==> src/rtl/uart_hex_packer_if.sv <==
// ----------------------------------------------------------------------------
// uart_hex_packer_if
// Byte stream handshake between the hex packer and the UART transmitter.
//   tx_data  : byte offered to the UART
//   tx_valid : tx_data is valid
//   tx_ready : UART takes the byte in this cycle when tx_valid is also high
// Modports:
//   master : the byte producer (packer)
//   slave  : the byte consumer (UART tx)
// ----------------------------------------------------------------------------
interface uart_hex_packer_if;
    logic [7:0] tx_data;
    logic       tx_valid;
    logic       tx_ready;

    modport master (
        output tx_data,
        output tx_valid,
        input  tx_ready
    );

    modport slave (
        input  tx_data,
        input  tx_valid,
        output tx_ready
    );
endinterface

==> src/rtl/uart_hex_packer.sv <==
// ----------------------------------------------------------------------------
// uart_hex_packer
// Turns one multi-channel 16-bit sample into an ASCII-hex text line such as
// "S1234,ABCD,00FF\r\n" and streams it byte by byte to the UART transmitter.
//
// Parameters:
//   N_CH      : number of 16-bit channels per sample (1..8)
// Ports:
//   clk       : system clock
//   rst       : synchronous reset, active high
//   smp_stb   : single-cycle sample strobe
//   smp_data  : channel k at bits [16k+15:16k]
//   tx        : byte stream to the UART (master modport)
//   busy      : a frame is in progress
//   drop_cnt  : saturating count of strobes lost while busy
//
// Build option:
//   UART_HEX_PACKER_CKSUM_EN : when defined, "*HH" is inserted before CR,
//   HH being the XOR of every byte from 'S' through the last data char.
//
// state    | meaning
// ---------+------------------------------------------------------------
// IDLE     | no frame, waiting for smp_stb
// HDR      | presenting 'S'
// HEX      | presenting one hex char of channel ch_q, nibble nib_q
// SEP      | presenting ',' between channels
// CKS_STAR | presenting '*' (checksum build only)
// CKS_HI   | presenting checksum high nibble (checksum build only)
// CKS_LO   | presenting checksum low nibble (checksum build only)
// CR       | presenting carriage return
// LF       | presenting line feed, may chain straight into the next frame
// ----------------------------------------------------------------------------
module uart_hex_packer #(
    parameter int N_CH = 3
) (
    input  logic                 clk,
    input  logic                 rst,
    input  logic                 smp_stb,
    input  logic [16*N_CH-1:0]   smp_data,
    uart_hex_packer_if.master    tx,
    output logic                 busy,
    output logic [7:0]           drop_cnt
);

    localparam int CH_W = (N_CH > 1) ? $clog2(N_CH) : 1;
    localparam logic [CH_W-1:0] LAST_CH = CH_W'(N_CH - 1);

    typedef enum logic [3:0] {
        IDLE,
        HDR,
        HEX,
        SEP,
`ifdef UART_HEX_PACKER_CKSUM_EN
        CKS_STAR,
        CKS_HI,
        CKS_LO,
`endif
        CR,
        LF
    } state_t;

    state_t              state_q, state_nx;
    logic [CH_W-1:0]     ch_q, ch_nx;
    logic [1:0]          nib_q, nib_nx;
    logic [16*N_CH-1:0]  cap_q;
    logic [7:0]          tx_data_q, byte_nx;
    logic                tx_valid_q;
    logic                accept;
    logic                start;
    logic                drop;
    logic [7:0]          drop_q;
    logic [15:0]         words [2**CH_W];
`ifdef UART_HEX_PACKER_CKSUM_EN
    logic [7:0]          cks_q;
`endif

    function automatic logic [7:0] hex_char(input logic [3:0] n);
        return (n < 4'd10) ? (8'h30 + {4'h0, n}) : (8'h37 + {4'h0, n});
    endfunction

    // nibble 0 is the most significant one, so chars come out MSB first
    function automatic logic [3:0] nib_sel(input logic [15:0] w, input logic [1:0] n);
        logic [3:0] r;
        case (n)
            2'd0:    r = w[15:12];
            2'd1:    r = w[11:8];
            2'd2:    r = w[7:4];
            default: r = w[3:0];
        endcase
        return r;
    endfunction

    // Power-of-two padded view of the captured sample so any ch index is legal
    for (genvar k = 0; k < 2**CH_W; k++) begin : g_words
        if (k < N_CH) begin : g_used
            assign words[k] = cap_q[16*k +: 16];
        end else begin : g_pad
            assign words[k] = 16'h0000;
        end
    end

    assign accept = tx_valid_q && tx.tx_ready;
    // A strobe is taken in IDLE or in the very cycle LF leaves; anything else is lost
    assign start  = smp_stb && ((state_q == IDLE) || ((state_q == LF) && accept));
    assign drop   = smp_stb && (state_q != IDLE) && !((state_q == LF) && accept);

    always_comb begin
        state_nx = state_q;
        ch_nx    = ch_q;
        nib_nx   = nib_q;
        case (state_q)
            IDLE: if (smp_stb) state_nx = HDR;
            HDR: if (accept) begin
                state_nx = HEX;
                ch_nx    = '0;
                nib_nx   = 2'd0;
            end
            HEX: if (accept) begin
                if (nib_q == 2'd3) begin
                    if (ch_q == LAST_CH) begin
`ifdef UART_HEX_PACKER_CKSUM_EN
                        state_nx = CKS_STAR;
`else
                        state_nx = CR;
`endif
                    end else begin
                        state_nx = SEP;
                    end
                end else begin
                    nib_nx = nib_q + 2'd1;
                end
            end
            SEP: if (accept) begin
                state_nx = HEX;
                ch_nx    = ch_q + 1'b1;
                nib_nx   = 2'd0;
            end
`ifdef UART_HEX_PACKER_CKSUM_EN
            CKS_STAR: if (accept) state_nx = CKS_HI;
            CKS_HI:   if (accept) state_nx = CKS_LO;
            CKS_LO:   if (accept) state_nx = CR;
`endif
            CR: if (accept) state_nx = LF;
            LF: if (accept) state_nx = smp_stb ? HDR : IDLE;
            default: state_nx = IDLE;
        endcase
    end

    // The byte for the state being entered is registered alongside it, so
    // tx_data is a flop and stays put while a stall repeats the same state.
    always_comb begin
        byte_nx = 8'h00;
        case (state_nx)
            HDR:      byte_nx = 8'h53;
            HEX:      byte_nx = hex_char(nib_sel(words[ch_nx], nib_nx));
            SEP:      byte_nx = 8'h2C;
`ifdef UART_HEX_PACKER_CKSUM_EN
            CKS_STAR: byte_nx = 8'h2A;
            CKS_HI:   byte_nx = hex_char(cks_q[7:4]);
            CKS_LO:   byte_nx = hex_char(cks_q[3:0]);
`endif
            CR:       byte_nx = 8'h0D;
            LF:       byte_nx = 8'h0A;
            default:  byte_nx = 8'h00;
        endcase
    end

    always_ff @(posedge clk) begin
        if (rst) begin
            state_q    <= IDLE;
            ch_q       <= '0;
            nib_q      <= 2'd0;
            tx_data_q  <= 8'h00;
            tx_valid_q <= 1'b0;
        end else begin
            state_q    <= state_nx;
            ch_q       <= ch_nx;
            nib_q      <= nib_nx;
            tx_data_q  <= byte_nx;
            tx_valid_q <= (state_nx != IDLE);
        end
    end

    always_ff @(posedge clk) begin
        if (rst) begin
            cap_q <= '0;
        end else if (start) begin
            cap_q <= smp_data;
        end
    end

    always_ff @(posedge clk) begin
        if (rst) begin
            drop_q <= 8'h00;
        end else if (drop && (drop_q != 8'hFF)) begin
            drop_q <= drop_q + 8'h01;
        end
    end

`ifdef UART_HEX_PACKER_CKSUM_EN
    // Accumulate every accepted byte up to the last data char; cleared as a
    // new frame header is entered.
    always_ff @(posedge clk) begin
        if (rst) begin
            cks_q <= 8'h00;
        end else if (accept && ((state_q == HDR) || (state_q == HEX) || (state_q == SEP))) begin
            cks_q <= cks_q ^ tx_data_q;
        end else if ((state_nx == HDR) && (state_q != HDR)) begin
            cks_q <= 8'h00;
        end
    end
`endif

    assign tx.tx_data  = tx_data_q;
    assign tx.tx_valid = tx_valid_q;
    assign busy        = (state_q != IDLE);
    assign drop_cnt    = drop_q;

endmodule

==> src/flat_wrapper.sv <==
// flat-port wrapper written by rule: the top's interface ports become plain ports
module uart_hex_packer_flat 
#(
    parameter int N_CH = 3
)
  (clk, rst, smp_stb, smp_data, busy, drop_cnt, tx_tx_data, tx_tx_valid, tx_tx_ready);
  uart_hex_packer_if tx_i ();
  input  logic clk;
  input  logic rst;
  input  logic smp_stb;
  input  logic [16*N_CH-1:0] smp_data;
  output logic busy;
  output logic [7:0] drop_cnt;
  output wire logic [$bits(tx_i.tx_data)-1:0] tx_tx_data;
  output wire logic [$bits(tx_i.tx_valid)-1:0] tx_tx_valid;
  input wire logic [$bits(tx_i.tx_ready)-1:0] tx_tx_ready;
  assign tx_tx_data = tx_i.tx_data;
  assign tx_tx_valid = tx_i.tx_valid;
  assign tx_i.tx_ready = tx_tx_ready;
  uart_hex_packer #(.N_CH(N_CH)) u_core (.clk(clk), .rst(rst), .smp_stb(smp_stb), .smp_data(smp_data), .tx(tx_i), .busy(busy), .drop_cnt(drop_cnt));
endmodule
==> config.mk <==
export PLATFORM = sky130hd
export DESIGN_NAME = uart_hex_packer_flat
export DESIGN_NICKNAME = d
export VERILOG_FILES = /design/src/rtl/uart_hex_packer_if.sv /design/src/rtl/uart_hex_packer.sv /design/src/flat_wrapper.sv
export SDC_FILE = /design/constraint.sdc
export NUM_CORES = 1
export LEC_CHECK = 0
export ABC_AREA = 1
export CAP_MARGIN = 20
export CORE_ASPECT_RATIO = 1.4
export CORE_MARGIN = 2
export CORE_UTILIZATION = 52
export DETAILED_ROUTE_END_ITERATION = 12
export HOLD_SLACK_MARGIN = 0.03
export PLACE_DENSITY = 0.8
export SLEW_MARGIN = 20
export SYNTH_ARGS = -nofsm -noshare
export SYNTH_HDL_FRONTEND = slang
export SYNTH_SLANG_ARGS = --single-unit
==> constraint.sdc <==
create_clock -name clk -period 2.6 [get_ports clk]
set_input_delay 0.39 -clock clk [delete_from_list [all_inputs] [get_ports clk]]
set_output_delay 0.39 -clock clk [all_outputs]
set_load 0.01 [all_outputs]
# Yosys cells after proc, flatten, opt, wreduce, memory -nomap -nowiden
# Index checks and enable logic that the tools add are counted.
# classes
add_sub_neg	5
multipliers	0
div	0
n_lt_le_gt_ge	2
n_eq_ne	15
n_shift	0
n_mux	23
bitwise_logic	1
n_reduce_logical	13
# op_table
operator	n
one-hot mux 8 bit (5 select lines)	1
binary-select mux 16 bit (select 2 bit)	1
2-to-1 mux 16 bit	2
2-to-1 mux 4 bit	7
one-hot mux 4 bit (5 select lines)	1
equality test 4 x 2 -> 1 bit, second input constant	4
equality test 4 x 3 -> 1 bit, second input constant	4
adder 6 x 4 -> 7 bit, first input constant	2
one-hot mux 4 bit (3 select lines)	1
2-to-1 mux 2 bit	5
adder 8 x 1 -> 8 bit, second input constant	1
equality test 4 x 1 -> 1 bit, second input constant	2
2-to-1 mux 8 bit	1
inequality test 8 bit, second input constant	1
one-hot mux 2 bit (2 select lines)	2
nonzero test 4 bit	2
equality test 2 bit, second input constant	3
logical AND 1 bit	6
adder 2 x 1 -> 2 bit, second input constant	2
logical NOT 4 bit	1
less-than comparator 4 bit, second input constant	1
greater-or-equal comparator 3 bit, second input constant	1
2-to-1 mux 3 bit	1
NOT 2 -> 3 bit	1
other kinds (6)	6
# totals
ff_bits	73
latchBits	0
mem_bits_rw	0
romBits	0
input_bits	52
out_inout_bits	18
wordCells	66
n_memories	0

# Longest topological paths before layout
# Gate-level depths: netlist (run 1).
# logic_depth
ltp_word	12
depth_mapped	20
mapped_depth_nobuf	19

# Worst setup path after synthesis (run 1)
# No wires, ideal clock.
# synth_path
path_kind	reg2reg
startpoint	register u_core.tx_valid_q (netlist: u_core.tx.tx_valid)
endpoint	register u_core.tx_data_q[2] (netlist: u_core.tx.tx_data[2])
setup_ps	131
t_arrival_ps	2093
required_time_ps	2469
path_slack_ps	377
stages_incl_launch_ff	17
path_buffers	1
synth_period_minus_slack_ps	2223
path_cell_list	dfxtp_1 > nand2_4 > ha_1 > inv_1 > nand3_2 > nand3_4 > buf_4 > nand2_1 > a21oi_1 > o21ai_0 > nand4_1 > inv_1 > ha_1 > nand3_1 > nand4_1 > nand2_1 > a21oi_2
# synth_via
elab_chain_cells	12
word_cells_on_any_way	31
classes_between	add/sub: 2; order compare: 1; eq/ne: 7; mux: 18; bitwise: 1; reduce/logical: 2
# synth_lines
item	line	text
from (decl)	uart_hex_packer.sv:67	logic tx_valid_q;
from (signal assigned)	uart_hex_packer.sv:180	tx_valid_q <= (state_nx != IDLE);
logical AND 1 bit (*)	uart_hex_packer.sv:102	assign accept = tx_valid_q && tx.tx_ready;
2-to-1 mux 2 bit (on tied branches)	uart_hex_packer.sv:133, uart_hex_packer.sv:113	
one-hot mux 2 bit (2 select lines)	uart_hex_packer.sv:111	case (state_q)
NOT 2 -> 3 bit (implied by the code)	uart_hex_packer.sv:155	HEX: byte_nx = hex_char(nib_sel(words[ch_nx], nib_nx));
binary-select mux 16 bit (select 2 bit)	uart_hex_packer.sv:155	
2-to-1 mux 16 bit (implied by the code) (2 in series)	uart_hex_packer.sv:155	
one-hot mux 4 bit (3 select lines)	uart_hex_packer.sv:84	case (n)
2-to-1 mux 4 bit	uart_hex_packer.sv:153	case (state_nx)
adder 6 x 4 -> 7 bit / less-than comparator 4 bit (equally long branches)	uart_hex_packer.sv:78	return (n < 4'd10) ? (8'h30 + {4'h0, n}) : (8'h37 + {4'h0, n});
2-to-1 mux 8 bit	uart_hex_packer.sv:78	
one-hot mux 8 bit (5 select lines) (*)	uart_hex_packer.sv:153	
to (signal assigned)	uart_hex_packer.sv:179	tx_data_q <= byte_nx;
to (decl)	uart_hex_packer.sv:66	logic [7:0] tx_data_q, byte_nx;
# Every way passes the cells marked *; elsewhere a longest branch is shown, timed or not. The select of a mux whose other input is x is not followed.
# A chain may end at the register's enable or synchronous reset.

# Worst setup path after layout (run 1)
# layout_path
startpoint	register u_core.ch_q[0]
endpoint	register u_core.tx_data_q[1] (netlist: u_core.tx.tx_data[1])
# layout_via
elab_chain_cells	12
word_cells_on_any_way	25
classes_between	add/sub: 3; order compare: 1; eq/ne: 6; mux: 14; bitwise: 1
# layout_lines
item	line	text
from (decl)	uart_hex_packer.sv:63	logic [CH_W-1:0] ch_q, ch_nx;
from (signal assigned)	uart_hex_packer.sv:177	ch_q <= ch_nx;
adder 2 x 1 -> 2 bit	uart_hex_packer.sv:135	ch_nx = ch_q + 1'b1;
2-to-1 mux 2 bit	uart_hex_packer.sv:133	SEP: if (accept) begin
one-hot mux 2 bit (2 select lines)	uart_hex_packer.sv:111	
NOT 2 -> 3 bit (implied by the code)	uart_hex_packer.sv:155	
binary-select mux 16 bit (select 2 bit)	uart_hex_packer.sv:155	
2-to-1 mux 16 bit (implied by the code) (2 in series)	uart_hex_packer.sv:155	
one-hot mux 4 bit (3 select lines)	uart_hex_packer.sv:84	
2-to-1 mux 4 bit	uart_hex_packer.sv:153	
adder 6 x 4 -> 7 bit / less-than comparator 4 bit (equally long branches)	uart_hex_packer.sv:78	
2-to-1 mux 8 bit	uart_hex_packer.sv:78	
one-hot mux 8 bit (5 select lines) (*)	uart_hex_packer.sv:153	
# Marked as above.

==> results.md, run 1 <==
* Status: completed
* Synthesized instance count at 525
* Clock power frac at 0.344
* Register area share after synthesis at 0.396
* CP dominant cell by count: nand3_1
* CP Cell Sequence: inv_1 > ha_1 > nor2_1 > nand4_1 > nand2_4 > buf_4 > nand3_1 > nand2_1 > nand2_1 > nand4_1 > inv_1 > ha_2 > nand3_1 > nand3_1 > a21oi_2
* Layout cells sized above 1 at 0.154
* Num rows at 36
* Die Y at 103 um
* Filler Cells Inserted at 619
* Synth-to-layout area growth at 30.6%
* DRC viols at 0
* Cell area after synthesis at 3640 um2
* Achievable Freq at 411 MHz
* Final ANT Viol Nets at 0
* First-pass GRT wire length at 14600 um
* CTS H-tree depth at 3
* Power density cells at 493 nW/um2
* Die area at 7700 um2
* GRT Total Usage at 0.250
* Fin worst setup slack at 164 ps
* Unique masters post-synth at 34
* Worst Hold Class: register to register
* Critical path class: register to register
* Routed WL at 9070 um
* Num CTS Buffers at 9
* Power, Total at 2350 uW
* Core Footprint at 6890 um2
* Vias in the first global route at 3329
* Setup Slack @ Placement at -276 ps
* Clock Latency Late Sink at 360 ps
* DRT iter0 DRCs at 133
* Worst-case reg-to-reg path depth at 15
* Remaining global-route overflow at 0
* Mapped Avg Cell Area at 6.94 um2
* Crit-path leading delay family: simple AND/OR/NAND/NOR gates
* Reg power frac at 0.512
* Max-Cap Viols at 0
* Vias/cell at 5.09
* CP max FO at 12
* Worst path depth at 15
* Clk_skew at 12.7 ps
* Initial Utilization at 0.529
* Initial antenna violation count at 0
* Critical path buffers and inverters at 3
* Port buffer count at 68
* NumNets Final at 668
* Final non-filler cell total at 712
* Antenna fix cells at 0
* Synth warn at 0
* Longest Clk Path Bufs at 2
* P_int at 1700 uW
* TritonCTS clock tree: done
* Placed cells at 695
* Hold depth at 2
* Fin crit period at 2440 ps
* Clock sinks at 72
* Clock root cell: clkbuf_8
* Die width at 74.7 um
* Psw at 644 uW
* Max stage delay cell, worst path: dfxtp_1
* #FFs+latches synth at 72
* Worst-path clk slew at 80 ps
* CP Launch Type: register
* Leakage at 0.00209 uW
* GP Congestion at 0.904
* Post-DP HPWL at 6930 um
* Ports at 70
* Peak supply drop at 0.406 mV
* Crit-path max cell delay at 370 ps
* Via count at 3626
* Max Slew Vio Count at 0
* Final setup violation count at 0
* Setup crit end kind: register
* Sw Share at 0.274
* Period utilization at 0.937
* Combinational share of power at 0.144
* CP required at 2840 ps
* Router iterations before antenna repair at 5
* Crit path DAT at 2680 ps
* Pin count of the biggest net entering global routing at 52
* Final Hold Viols at 0
* Mean routed wirelength per cell at 12.7 um
[area by class of cell]
type | count | area [um2] | share of cell area
clock buffers | 10 | 138 | 0.0289
clock inverters | 6 | 42.5 | 0.00894
inverters | 59 | 231 | 0.0486
multi-input cells | 369 | 1840 | 0.387
flip-flops and latches | 72 | 1440 | 0.303
well taps | 95 | 119 | 0.0250
repair buffers | 101 | 947 | 0.199
[sequential cells by signal (all words and copies together) (netlist names)]
name                cells
u_core.nib_q            2
u_core.tx.tx_data       7
u_core.drop_cnt         8
u_core.state_q          4
u_core.ch_q             2
u_core.cap_q           48
u_core.tx.tx_valid      1
[through the flow]
| step | setup TNS, ps | cell area, um2 | hold WS, ps | utilization |
|---|---|---|---|---|
| finish | 0 | 4760 | 459 | 0.691 |
| global route | -88.4 | 4760 | 494 | 0.691 |
| CTS | 0 | 4730 | 462 | 0.686 |
| detailed placement | -1240 | 4550 | 448 | 0.660 |
| global placement | -765 | 4550 | 446 | 0.660 |
| floorplan | 0 | 3650 | 425 | - |
[kinds of logic (layout without fill, tap and decap cells)]
group / Yosys count / in the layout / share of synthesized area
AO/OA/AOI/OAI: 103 / 103 / 0.145
adder cells (fa/ha/maj): 4 / 4 / 0.0137
buffers and inverters: 85 / 176 / 0.103
flip-flops: 72 / 72 / 0.396
other: 1 / 2 / 0.00103
AND/OR/NAND/NOR: 260 / 260 / 0.341
[metal layers]
| metal | share of wire | global-route usage | vias up |
|---|---|---|---|
| li1 | - | - | 1867 |
| met1 | 0.40 | 0.273 | 1651 |
| met2 | 0.53 | 0.450 | 85 |
| met3 | 0.038 | 0.0587 | 23 |
| met4 | 0.031 | 0.111 | 0 |
| met5 | 0 | 0 | - |
[synthesized netlist by cell type]
cell type	number	area, um2
inv_2	8	30.0
nand3_1	50	250
nor2_4	3	33.8
dfxtp_1	72	1440
inv_4	2	12.5
buf_4	4	30.0
nor2_8	1	20.0
clkinv_1	1	3.75
buf_1	1	3.75
o311ai_1	1	8.76
nor4_1	2	12.5
conb_1	1	3.75
nor2_2	4	25.0
o211ai_1	1	7.51
inv_1	48	180
nor2_1	79	297
nor3_1	5	25.0
a31oi_1	2	12.5
buf_6	3	33.8
o21ai_1	5	25.0
nand2_4	3	33.8
nand4_1	7	43.8
a21oi_1	33	165
ha_1	4	50.1
nand3_2	7	70.1
nand2_2	12	75.1
buf_2	3	15.0
nand2_1	85	319
o21ai_0	60	300
buf_8	1	15.0
nand4_4	1	21.3
clkbuf_1	14	52.6
nand3_4	1	17.5
a21oi_2	1	8.76
[placed cells by master, fill, tap and decap left out, types with 12 or more instances in the layout]
master and count:
a21oi_1 32, buf_4 31, clkdlybuf4s50_1 67, dfxtp_1 72, inv_1 48, nand2_1 85, nand2_2 12, nand3_1 49
nor2_1 79, o21ai_0 59
[worst min-delay path: stages, from the launching register on]
cell and delay [ps]:
dfxtp_1 310, inv_1 60, a21oi_1 50
[final timing paths]
path | start | endpoint | slack [ps]
hold reg to reg | u_core.cap_q[30]$_SDFFE_PP0P_ | u_core.cap_q[30]$_SDFFE_PP0P_ | 460
setup reg to reg | u_core.ch_q[0]$_SDFF_PP0_ | u_core.tx.tx_data[1]$_SDFF_PP0_ | 160
setup / recovery | u_core.ch_q[0]$_SDFF_PP0_ | u_core.tx.tx_data[1]$_SDFF_PP0_ | 160
hold / removal | u_core.cap_q[30]$_SDFFE_PP0P_ | u_core.cap_q[30]$_SDFFE_PP0P_ | 460
[power groups by stage]
| stage | combinational, uW | sequential, uW | clock [uW] |
|---|---|---|---|
| 6_report | 338 | 1200 | 807 |
| 5_1_grt | 379 | 1210 | 870 |
| 4_1_cts | 333 | 1200 | 828 |
| 3_5_place_dp | 331 | 1230 | 0 |
| 3_3_place_gp | 324 | 1220 | 0 |
| 2_1_floorplan | 189 | 1210 | 0 |
[timing repair]
item	CTS	global route
setup endpoints to repair	0	4
buffers inserted	0	1
hold buffers	0	0
resized for setup	0	8
Note: power is estimated with default switching activity, not from simulation.
==> inputs of run 2 (changes only) <==
Settings changed: CAP_MARGIN 20 to default.
==> results of run 2 <==
The final DEF is identical to that of run 1; final timing and power are the same.
